`config.mk`:
```
export PLATFORM = sky130hd
export DESIGN_NAME = ila_lane_seq_gen
export DESIGN_NICKNAME = d
export VERILOG_FILES = /design/src/rtl/ila_lane_seq_gen.sv
export SDC_FILE = /design/constraint.sdc
export NUM_CORES = 1
export LEC_CHECK = 0
export CAP_MARGIN = 25
export CORE_MARGIN = 4
export CORE_UTILIZATION = 26
export DETAILED_ROUTE_END_ITERATION = 10
export PLACE_DENSITY = 0.55
export SETUP_SLACK_MARGIN = 0.15
export SYNTH_ARGS = -nofsm -noshare
export SYNTH_HDL_FRONTEND = slang
export SYNTH_SLANG_ARGS = --single-unit
export TNS_END_PERCENT = 10
```
`constraint.sdc`:
```
create_clock -name clk -period 2.85 [get_ports clk]
set_input_delay 0.57 -clock clk [delete_from_list [all_inputs] [get_ports clk]]
set_output_delay 0.57 -clock clk [all_outputs]
set_load 0.005 [all_outputs]
```
`src/rtl/ila_lane_seq_gen.sv`:
```
// Per-lane TX octet source feeding the 8b/10b encoder: user data, continuous K28.5,
// or the generated ILA sequence (/R/ ... /A/ multiframes, /Q/ + link config in multiframe 1).
module ila_lane_seq_gen #(
    parameter int F          = 2,
    parameter int K          = 16,
    parameter int CFG_OCTETS = 14
) (
    input  logic                    clk,
    input  logic                    rst_n,
    input  logic [2:0]              i_link_mux,
    input  logic                    i_lmfc_clk,
    input  logic [7:0]              i_ila_multiframe_length,
    input  logic [8*CFG_OCTETS-1:0] i_cfg,
    input  logic [7:0]              i_user_data,
    output logic [7:0]              o_data,
    output logic                    o_is_k,
    output logic                    o_ila_active,
    output logic                    o_ila_done,
    output logic                    o_align_err
);

    localparam int FK = F * K;
    localparam int OW = (FK > 1) ? $clog2(FK) : 1;

    localparam logic [7:0] K28_5 = 8'hBC;
    localparam logic [7:0] K28_0 = 8'h1C;
    localparam logic [7:0] K28_3 = 8'h7C;
    localparam logic [7:0] K28_4 = 8'h9C;

    generate
        if (FK < 17) begin : g_bad_fk
            $error("ila_lane_seq_gen: F*K must be >= 17");
        end
    endgenerate

    typedef enum logic [1:0] {
        IDLE_MUX  = 2'd0,
        WAIT_LMFC = 2'd1,
        ILA       = 2'd2
    } state_t;

    state_t          state_reg, state_next;
    logic [OW-1:0]   oct_idx_reg, oct_idx_next;
    logic [8:0]      mf_idx_reg, mf_idx_next;
    logic [8:0]      ila_len_reg, ila_len_next;
    logic            done_pend_reg, done_pend_next;
    logic            cfg_load;
    logic [7:0]      cfg_reg [CFG_OCTETS];

    logic [7:0]      data_next;
    logic            is_k_next, active_next, done_next, align_err_next;

    logic            mux_ila, mux_user, last_oct;
    logic [7:0]      follow_data, ila_data;
    logic            follow_k, ila_k;

    assign mux_ila     = (i_link_mux == 3'd2);
    assign mux_user    = (i_link_mux == 3'd0);
    assign follow_data = mux_user ? i_user_data : K28_5;
    assign follow_k    = ~mux_user;
    assign last_oct    = (oct_idx_reg == OW'(FK - 1));

    // Config octets are captured once, on the lmfc pulse that starts the ILA.
    generate
        for (genvar gi = 0; gi < CFG_OCTETS; gi++) begin : g_cfg
            always_ff @(posedge clk or negedge rst_n) begin
                if (!rst_n) begin
                    cfg_reg[gi] <= 8'h00;
                end else if (cfg_load) begin
                    cfg_reg[gi] <= i_cfg[8*gi +: 8];
                end
            end
        end
    endgenerate

    // Octet content for the current (mf_idx, oct_idx) position.
    always_comb begin
        ila_data = 8'(oct_idx_reg);
        ila_k    = 1'b0;
        if (oct_idx_reg == '0) begin
            ila_data = K28_0;
            ila_k    = 1'b1;
        end else if (last_oct) begin
            ila_data = K28_3;
            ila_k    = 1'b1;
        end else if (mf_idx_reg == 9'd1) begin
            if (oct_idx_reg == OW'(1)) begin
                ila_data = K28_4;
                ila_k    = 1'b1;
            end else begin
                for (int c = 0; c < CFG_OCTETS; c++) begin
                    if (oct_idx_reg == OW'(c + 2)) begin
                        ila_data = cfg_reg[c];
                    end
                end
            end
        end
    end

    always_comb begin
        state_next     = state_reg;
        oct_idx_next   = oct_idx_reg;
        mf_idx_next    = mf_idx_reg;
        ila_len_next   = ila_len_reg;
        done_pend_next = 1'b0;
        cfg_load       = 1'b0;
        data_next      = follow_data;
        is_k_next      = follow_k;
        active_next    = 1'b0;
        done_next      = 1'b0;
        align_err_next = 1'b0;
        case (state_reg)
            IDLE_MUX: begin
                done_next = done_pend_reg;
                if (mux_ila) begin
                    state_next = WAIT_LMFC;
                end
            end
            WAIT_LMFC: begin
                if (!mux_ila) begin
                    state_next   = IDLE_MUX;
                    oct_idx_next = '0;
                    mf_idx_next  = '0;
                end else if (i_lmfc_clk) begin
                    cfg_load     = 1'b1;
                    ila_len_next = 9'(i_ila_multiframe_length) + 9'd1;
                    oct_idx_next = '0;
                    mf_idx_next  = '0;
                    state_next   = ILA;
                end
            end
            ILA: begin
                if (!mux_ila) begin
                    state_next   = IDLE_MUX;
                    oct_idx_next = '0;
                    mf_idx_next  = '0;
                end else begin
                    data_next   = ila_data;
                    is_k_next   = ila_k;
                    active_next = 1'b1;
                    // Internal count stays authoritative; a stray lmfc is only flagged.
                    align_err_next = i_lmfc_clk & ~last_oct;
                    if (last_oct) begin
                        oct_idx_next = '0;
                        if ((mf_idx_reg + 9'd1) == ila_len_reg) begin
                            mf_idx_next    = '0;
                            done_pend_next = 1'b1;
                            state_next     = IDLE_MUX;
                        end else begin
                            mf_idx_next = mf_idx_reg + 9'd1;
                        end
                    end else begin
                        oct_idx_next = oct_idx_reg + OW'(1);
                    end
                end
            end
            default: begin
                state_next = IDLE_MUX;
            end
        endcase
    end

    always_ff @(posedge clk or negedge rst_n) begin
        if (!rst_n) begin
            state_reg     <= IDLE_MUX;
            oct_idx_reg   <= '0;
            mf_idx_reg    <= '0;
            ila_len_reg   <= '0;
            done_pend_reg <= 1'b0;
            o_data        <= 8'h00;
            o_is_k        <= 1'b0;
            o_ila_active  <= 1'b0;
            o_ila_done    <= 1'b0;
            o_align_err   <= 1'b0;
        end else begin
            state_reg     <= state_next;
            oct_idx_reg   <= oct_idx_next;
            mf_idx_reg    <= mf_idx_next;
            ila_len_reg   <= ila_len_next;
            done_pend_reg <= done_pend_next;
            o_data        <= data_next;
            o_is_k        <= is_k_next;
            o_ila_active  <= active_next;
            o_ila_done    <= done_next;
            o_align_err   <= align_err_next;
        end
    end

endmodule
```
# [Word level (Yosys, flattened, before mapping)]
# Cells that the tools add are included.
[word_totals] register_bits=150 inputBits=134
[op_classes] n_addsub=3 n_eq_ne=25 mux=57 bitwise_logic=3 n_reduce_logical=8
[ops] op="$mux 8" count=21
[ops] op="$mux 9" count=5
[ops] op="$eq 5x4->1 const B" count=8
[ops] op="$eq 5x3->1 const B" count=4
[ops] op="$mux 5" count=4
[ops] op="$mux 1" count=18
[ops] op="$pmux 9 s2" count=1
[ops] op="$mux 2" count=6
[ops] op="$eq 5x2->1 const B" count=2
[ops] op="$pmux 5 s2" count=1
[ops] op="$add 8x1->9 const B" count=1
[ops] op="$add 9x1->9 const B" count=1
[ops] op="$eq 9x1->1 const B" count=1
[ops] op="$eq 9x9->1" count=1
[ops] op="$ne 3x3->1 const B" count=3
[ops] op="$pmux 2 s3" count=1
[ops] op="$reduce_and 3->1" count=2
[ops] op="$add 5x1->5 const B" count=1
[ops] op="$eq 5x1->1 const B" count=1
[ops] op="$eq 5x5->1 const B" count=1
[ops] op="$logic_not 5->1" count=1
[ops] op="$reduce_and 4->1" count=1
[ops] op="$eq 3x2->1 const B" count=1
[ops] op="$logic_not 3->1" count=1
[ops] op="8 further kinds" count=9

# [Logic depth before layout (Yosys ltp)]
# Gate-level depths: netlist of the first run.
[logic_depth] word_depth=21 ltp_mapped=12

# [Worst setup path before layout of the first run]
# No wires, ideal clock.
[synth_timing] path_type="register to register" from="register oct_idx_reg[2]" to="register o_data[7]" setup_ps=65 arrival_ps=2784 setup_slack_ps=1 stages_incl_launch_ff=13 path_buffers=6 synth_period_minus_slack_ps=2849 cell_sequence="dfrtp_1 -> buf_4 -> clkbuf_1 -> clkbuf_1 -> buf_1 -> and3_1 -> ha_1 -> buf_2 -> or3_1 -> buf_2 -> or4_1 -> a21oi_1 -> a31o_1"
[synth_between] elab_chain_len=21 elab_cells_between_ends=37
[synth_lines] item="from (decl)" line="43" source="logic [OW-1:0] oct_idx_reg, oct_idx_next;"
[synth_lines] item="from (signal assigned)" line="177" source="oct_idx_reg <= oct_idx_next;"
[synth_lines] item="$eq 5x2->1" line="92" source="if (oct_idx_reg == OW'(c + 2)) begin"
[synth_lines] item="$mux 8 (14 in a row)" line="92"
[synth_lines] item="$mux 8" line="87" source="if (oct_idx_reg == OW'(1)) begin"
[synth_lines] item="$mux 8" line="86" source="end else if (mf_idx_reg == 9'd1) begin"
[synth_lines] item="$mux 8" line="83" source="end else if (last_oct) begin"
[synth_lines] item="$mux 8 (*)" line="80" source="if (oct_idx_reg == '0) begin"
[synth_lines] item="$mux 8 (*)" line="133" source="if (!mux_ila) begin"
[synth_lines] item="$mux 8 (*)" line="112" source="case (state_reg)"
[synth_lines] item="named net data_next[7]" line="50" source="logic [7:0] data_next;"
[synth_lines] item="to (signal assigned)" line="181" source="o_data <= data_next;"
[synth_lines] item="to (decl)" line="15" source="output logic [7:0] o_data,"
# Mark *: on every way through the listed nets, which the timed path passes. The rest lies on a longest branch.
# A chain may end at the register's enable or synchronous reset.

# [Worst setup path in the final report of the first run]
[layout_timing] from="register oct_idx_reg[0]" to="register o_data[0]"
# The elaborated chain is that of the path after synthesis.

==> reports/results.txt, run 1 <==
fin crit share -> 92.6%
clock latency on the worst-skew pair -> 0.43 ns
worst-case reg-to-reg path depth -> 7
sequential area share after synthesis -> 47.3%
Worst Path Buf+Inv -> 0
post-CTS setup buffers -> 0
Max FO, Critical Path -> 7
fin. max-slew vios -> 0
crit path from -> oct_idx_reg[0]
status -> completed
Top Ports -> 146
r2r startpoint -> oct_idx_reg[0]
wire length per cell -> 19.0 um
ant diodes -> 0
Ys Warns -> 0
ys async rst share -> 100%
die area -> 33,400 um^2
Port Buf Inserts -> 145
slack of the critical path -> 0.211 ns
Period minus WS final -> 2.64 ns
final HPWL from detailed placement -> 19,600 um
H-tree levels -> 4
crit path capture type -> flop
Post-synth top flop -> dfrtp_1
Total Routing Usage GR -> 15.2%
Max VDD drop -> 0.373 mV
Setup WS pre-CTS -> -0.0616 ns
initial antenna violation count -> 0
Clock transition at path regs -> 0.06 ns
top achievable clock speed -> 0.379 GHz
Largest register FFs -> 112
vias -> 6,651
core box area -> 29,900 um^2
startpoint types -> flop
Distinct cells, synth -> 69
Placed Cells -> 1,304
CP arrival -> 2.95 ns
# DRC -> 0
layout cell share with drive strength beyond 1 -> 22.1%
Reg2Reg Setup Slack -> 0.21 ns
Hold/Removal Path Class -> in2async
# rows -> 63
RePlAce Congestion -> 0.911
post-synth top area share -> 47.3%
Hold WS -> 0.148 ns
CP Data Required Time -> 3.16 ns
Syn Inst Count -> 763
DRT Pass-1 Iters -> 6
area post-placement -> 10,200 um^2
area grow syn2layout -> 36.2%
Root Driver -> clkbuf_16
CTS buffer count -> 17
starting DRC count in detailed routing -> 392
cell taking the most area after synthesis -> dfrtp_1
Longest Clk Path Bufs -> 2
WL final -> 25,400 um
CP max-delay cell -> or4b_2
Slew @ Worst Pin -> 0.647 ns
crit-path cells -> ha_2 > or4b_2 > o32a_1 > o221ai_1 > o21ai_0 > a21oi_1 > o21ai_1
Hold Violations, Final -> 0
number of synthesized register bits -> 150
clk_skew -> 0.00687 ns
leakage power -> 4.58 nW
CP top delay family -> compound AO/OA/AOI/OAI gates
post-route ant nets -> 0
Max Cap Violations -> 0
Post-Layout Cell Count -> 1,336
final core occ -> 36.1%
Syn Area/Cell -> 10.4 um^2
reg-to-reg endpoint -> o_data[0]
Max stage delay on crit path -> 0.68 ns
slew margin rel. -> 56.8%
final instance area -> 10,800 um^2
vias per inst -> 4.98
Die H -> 183 um
die width -> 183 um
final setup violating endpoints -> 0
first-pass GRT wire length -> 39,100 um
Mapped Area -> 7930 um^2
CTS tree -> done
largest net degree at the start of global routing -> 66
RSZ-0062 raised after global routing -> true
initial core utilization -> 26.5%
Synthesized Nets -> 906
# nets final -> 1,076
GRT overflow -> 0
critical path class -> reg2reg
PwrDens -> 510 nW/um^2
vias in the first global route -> 6,857
Post-synth EDFFs -> 0
Synth area leaders -> dfrtp_1, mux2_2, a21oi_1
clk sinks -> 150
## worst max-delay path by stage
stage                      to  slack, ns  cells past startpoint
floorplan           o_data[7]       0.20                     11
global placement    o_data[5]      -0.07                      9
detailed placement  o_data[7]      -0.06                      7
CTS                 o_data[0]       0.23                      9
global route        o_data[0]       0.09                      7
finish              o_data[0]       0.21                      7
## cells in the final DEF (no fill, tap or decap), types with 10 or more instances in the layout
master | synthesis | final
a21oi_1 | 52 | 52
o31ai_1 | 12 | 12
o22ai_1 | 16 | 16
dfrtp_1 | 150 | 149
and3_1 | 14 | 14
nor3b_1 | 11 | 11
nand2_1 | 63 | 63
clkdlybuf4s50_1 | 0 | 144
a221oi_1 | 11 | 11
mux2_2 | 102 | 102
o21ai_0 | 31 | 31
clkbuf_16 | 0 | 17
nor2_1 | 39 | 39
xnor2_1 | 10 | 10
nand3_1 | 18 | 18
inv_1 | 22 | 22
buf_4 | 2 | 50
## what timing repair did
item                       4_1_cts  5_1_grt
gates resized for setup          1        4
setup endpoints to repair        1       15
hold buffers                     0        0
## stage by stage
step | power [mW] | TNS, ns
floorplan | 2.80 | 0
global placement | 3.19 | -0.0733
detailed placement | 3.21 | -0.0865
CTS | 5.58 | 0
global route | 5.74 | 0
finish | 5.51 | 0
## cell usage after synthesis, drive strengths merged, types with 6 or more instances
library cell	number
or3	6
nand3	18
o31ai	12
ha	9
o211ai	7
mux2	102
dfrtp	150
and3	14
o21ai	34
nor3b	12
a221oi	11
inv	22
o22ai	16
xor2	9
and2	6
nand2	63
nor2	39
clkbuf	31
nand2b	9
a21oi	52
xnor2	10
a31oi	9
nor3	8
a211oi	6
nor2b	8
buf	21
## kinds of logic after synthesis
family / Yosys count / synth area share [%]
compound gates: 187 / 15.4
fa+ha+maj: 9 / 1.42
simple gates: 219 / 15.0
buf+inv: 75 / 4.06
xor+xnor: 19 / 2.10
mux: 104 / 14.7
flops: 150 / 47.3
## worst reg2reg max path: cells and delay by family, from the launching register on
family | cells | cell delay [ns]
AOI/OAI and AO/OA | 5 | 1.01
and+or+nand+nor | 1 | 0.68
DFF | 1 | 0.48
adders and majority gates | 1 | 0.34
## metal layers
metal	wire length (um)	share of wire, %	GRT usage (%)	vias to the layer above
li1	-	-	-	3153
met3	1330	5.2	3.11	30
met1	11300	44	20.4	3281
met5	0	0	0	-
met2	12400	49	25.0	187
met4	379	1.5	3.93	0
## power breakdown
part / switching (mW) / internal (mW)
Combinational: 0.225 / 0.391
Clock: 0.924 / 1.42
Sequential: 0.170 / 2.37
Total: 1.32 / 4.19
## final cells by class
| cell class | instances | area [um^2] |
|---|---|---|
| inverter | 23 | 86.3 |
| clock buffer | 20 | 457 |
| multi-input combinational | 538 | 3870 |
| tap | 390 | 488 |
| timing repair buffer | 203 | 1990 |
| sequential | 150 | 3750 |
| clock inverter | 12 | 151 |
| fill | 2990 | 19100 |
Note: power is estimated with default switching activity, not from simulation.
==> run 2, diff against run 1 <==
- SLEW_MARGIN: default -> 5
==> results of run 2 <==
Same layout as run 1: the final DEF is identical, and so are final timing and power.
==> run 3, diff against run 2 <==
- CORE_ASPECT_RATIO: default -> 1.2
==> run 3 against run 2 <==
- worst hold slack improved by 0.35 ns
- worst setup slack got worse by 0.021 ns
- clock power rose by 5%
- fmax fell by 0.81%
- critical endpoint unchanged
==> reports/results.txt, run 3 (same netlist as run 1, synthesis figures left out) <==
sequential fraction of design power -> 45.2% (-1.0 points)
largest net degree at the start of global routing -> 86 (+30%)
Die H -> 199 um (+9.1%)
WL final -> 25,900 um (+2.2%)
# rows -> 69 (+9.5%)
Hold WS -> 0.500 ns (+0.352 ns)
initial antenna violation count -> 0 (unchanged)
Max VDD drop -> 0.304 mV (-19%)
Port Buf Inserts -> 145 (unchanged)
commonest non-fill, non-tap cells in the layout -> dfrtp_1, clkdlybuf4s50_1, mux2_2
Setup WS pre-CTS -> -0.0262 ns (+0.0354 ns)
Slew @ Worst Pin -> 0.785 ns (+0.138 ns)
# DRC -> 0 (unchanged)
P_sw -> 1.32 mW (-0.16%)
Root Driver -> clkbuf_16
Hold/Removal Path Class -> in2async
Reg2Reg Setup Slack -> 0.19 ns (-0.02 ns)
slew margin rel. -> 47.6% (-9.2 points)
status -> completed
CTS tree -> done
fin. max-slew vios -> 0 (unchanged)
setup tns final -> 0 ns (unchanged)
layout cell share with drive strength beyond 1 -> 21.6% (-0.48 points)
Top Ports -> 146 (unchanged)
vias per inst -> 4.97 (-0.20%)
area grow syn2layout -> 36.0%
most common cell after layout, fill and taps aside -> dfrtp_1
Hold Violations, Final -> 0 (unchanged)
die width -> 167 um (-8.3%)
PwrDens -> 521 nW/um^2 (+2.2%)
H-tree levels -> 4 (unchanged)
clk sinks -> 150 (unchanged)
die area -> 33,400 um^2 (about the same)
Total Routing Usage GR -> 15.5% (+0.30 points)
Max Cap Violations -> 0 (unchanged)
RSZ-0062 raised after global routing -> true
leakage power -> 4.59 nW (+0.15%)
slack of the critical path -> 0.190 ns (-0.0215 ns)
critical path class -> reg2reg
clk_skew -> 0.0122 ns (+0.00538 ns)
Clock transition at path regs -> 0.06 ns (about the same)
clock latency on the worst-skew pair -> 0.43 ns (about the same)
post-route ant nets -> 0 (unchanged)
first-pass GRT wire length -> 39,900 um (+2.0%)
Logic pwr share -> 11.1% (about the same)
ant diodes -> 0 (unchanged)
CTS buffer count -> 17 (unchanged)
Fill cells -> 3,096 (+3.5%)
vias -> 6,628 (-0.35%)
RePlAce Congestion -> 0.902 (-0.94%)
Period minus WS final -> 2.66 ns (+0.0215 ns)
core box area -> 29,900 um^2 (about the same)
vias in the first global route -> 7,034 (+2.6%)
crit path capture type -> flop
DRT Pass-1 Iters -> 4 (-2)
Max FO, Critical Path -> 10 (+3)
final setup violating endpoints -> 0 (unchanged)
startpoint types -> flop
GRT overflow -> 0 (unchanged)
sw frac -> 23.5% (-0.51 points)
final HPWL from detailed placement -> 20,100 um (+2.1%)
initial core utilization -> 26.5% (about the same)
# nets final -> 1,074 (-0.19%)
wire length per cell -> 19.4 um (+2.3%)
Largest register FFs -> 112 (unchanged)
top achievable clock speed -> 0.376 GHz (-0.81%)
starting DRC count in detailed routing -> 377 (-3.8%)
CP arrival -> 2.95 ns (about the same)
Longest Clk Path Bufs -> 2 (unchanged)
clock network fraction of total power -> 43.7% (+1.1 points)
CP Data Required Time -> 3.14 ns (-0.02 ns)
Int Power -> 4.30 mW (+2.7%)
fin crit share -> 93.3% (+0.75 points)
==> run 3: final timing paths <==
kind                            depth (start not counted)            from     endpoint
worst min register to register                          1     cfg_reg[29]  cfg_reg[29]
max in group asynchronous                               3           rst_n  cfg_reg[43]
worst max register to register                          8  oct_idx_reg[0]    o_data[0]
worst max-delay path                                    8  oct_idx_reg[0]    o_data[0]
min in group clk                                        1     cfg_reg[29]  cfg_reg[29]
worst min-delay path                                    2           rst_n  cfg_reg[89]
==> run 3: stage by stage <==
step / utilization, % / std cells / instance area, um^2 / power, mW
floorplan: - / 763 / 7980 / 2.80
global placement: 33.9 / 1301 / 10100 / 3.19
detailed placement: 33.9 / 1301 / 10100 / 3.21
CTS: 36.1 / 1334 / 10800 / 5.70
global route: 36.1 / 1334 / 10800 / 5.86
finish: 36.1 / 1334 / 10800 / 5.62
==> run 3: layout make-up <==
cell class	count	area, um^2	area share (%)
sequential	150	3750	34.8
multi-input combinational	538	3860	35.8
inverter	23	86.3	0.801
clock inverter	12	174	1.61
timing repair buffer	201	1950	18.1
clock buffer	20	467	4.33
tap	390	488	4.52
==> run 3: power by group through the flow <==
stage	combinational [mW]	clock [mW]	sequential, mW
2_1_floorplan	0.303	0	2.50
3_3_place_gp	0.615	0	2.58
3_5_place_dp	0.627	0	2.58
4_1_cts	0.633	2.52	2.54
5_1_grt	0.688	2.60	2.57
6_report	0.622	2.46	2.54
==> run 3: worst max-delay path: stages, from the launching register on <==
cell	delay, ns
dfrtp_1	0.42
inv_1	0.10
ha_1	0.40
or4b_1	0.58
mux2_2	0.32
a21oi_1	0.11
o21ai_0	0.17
a21oi_1	0.29
o21ai_1	0.13
==> run 3: metal layers <==
metal,vias up,GRT usage [%],part of all wire (%)
met5,-,0,0
met4,0,6.52,3.5
met3,37,3.13,4.4
met2,181,26.4,50
met1,3262,19.1,43
li1,3148,-,-
==> run 3: repair_timing <==
| item | in CTS | in global routing |
|---|---|---|
| resized for setup | 0 | 1 |
| setup endpoints to repair | 0 | 11 |
| hold endpoints to repair | 3 | 0 |
| hold buffers | 1 | 0 |
| setup buffers | 0 | 0 |
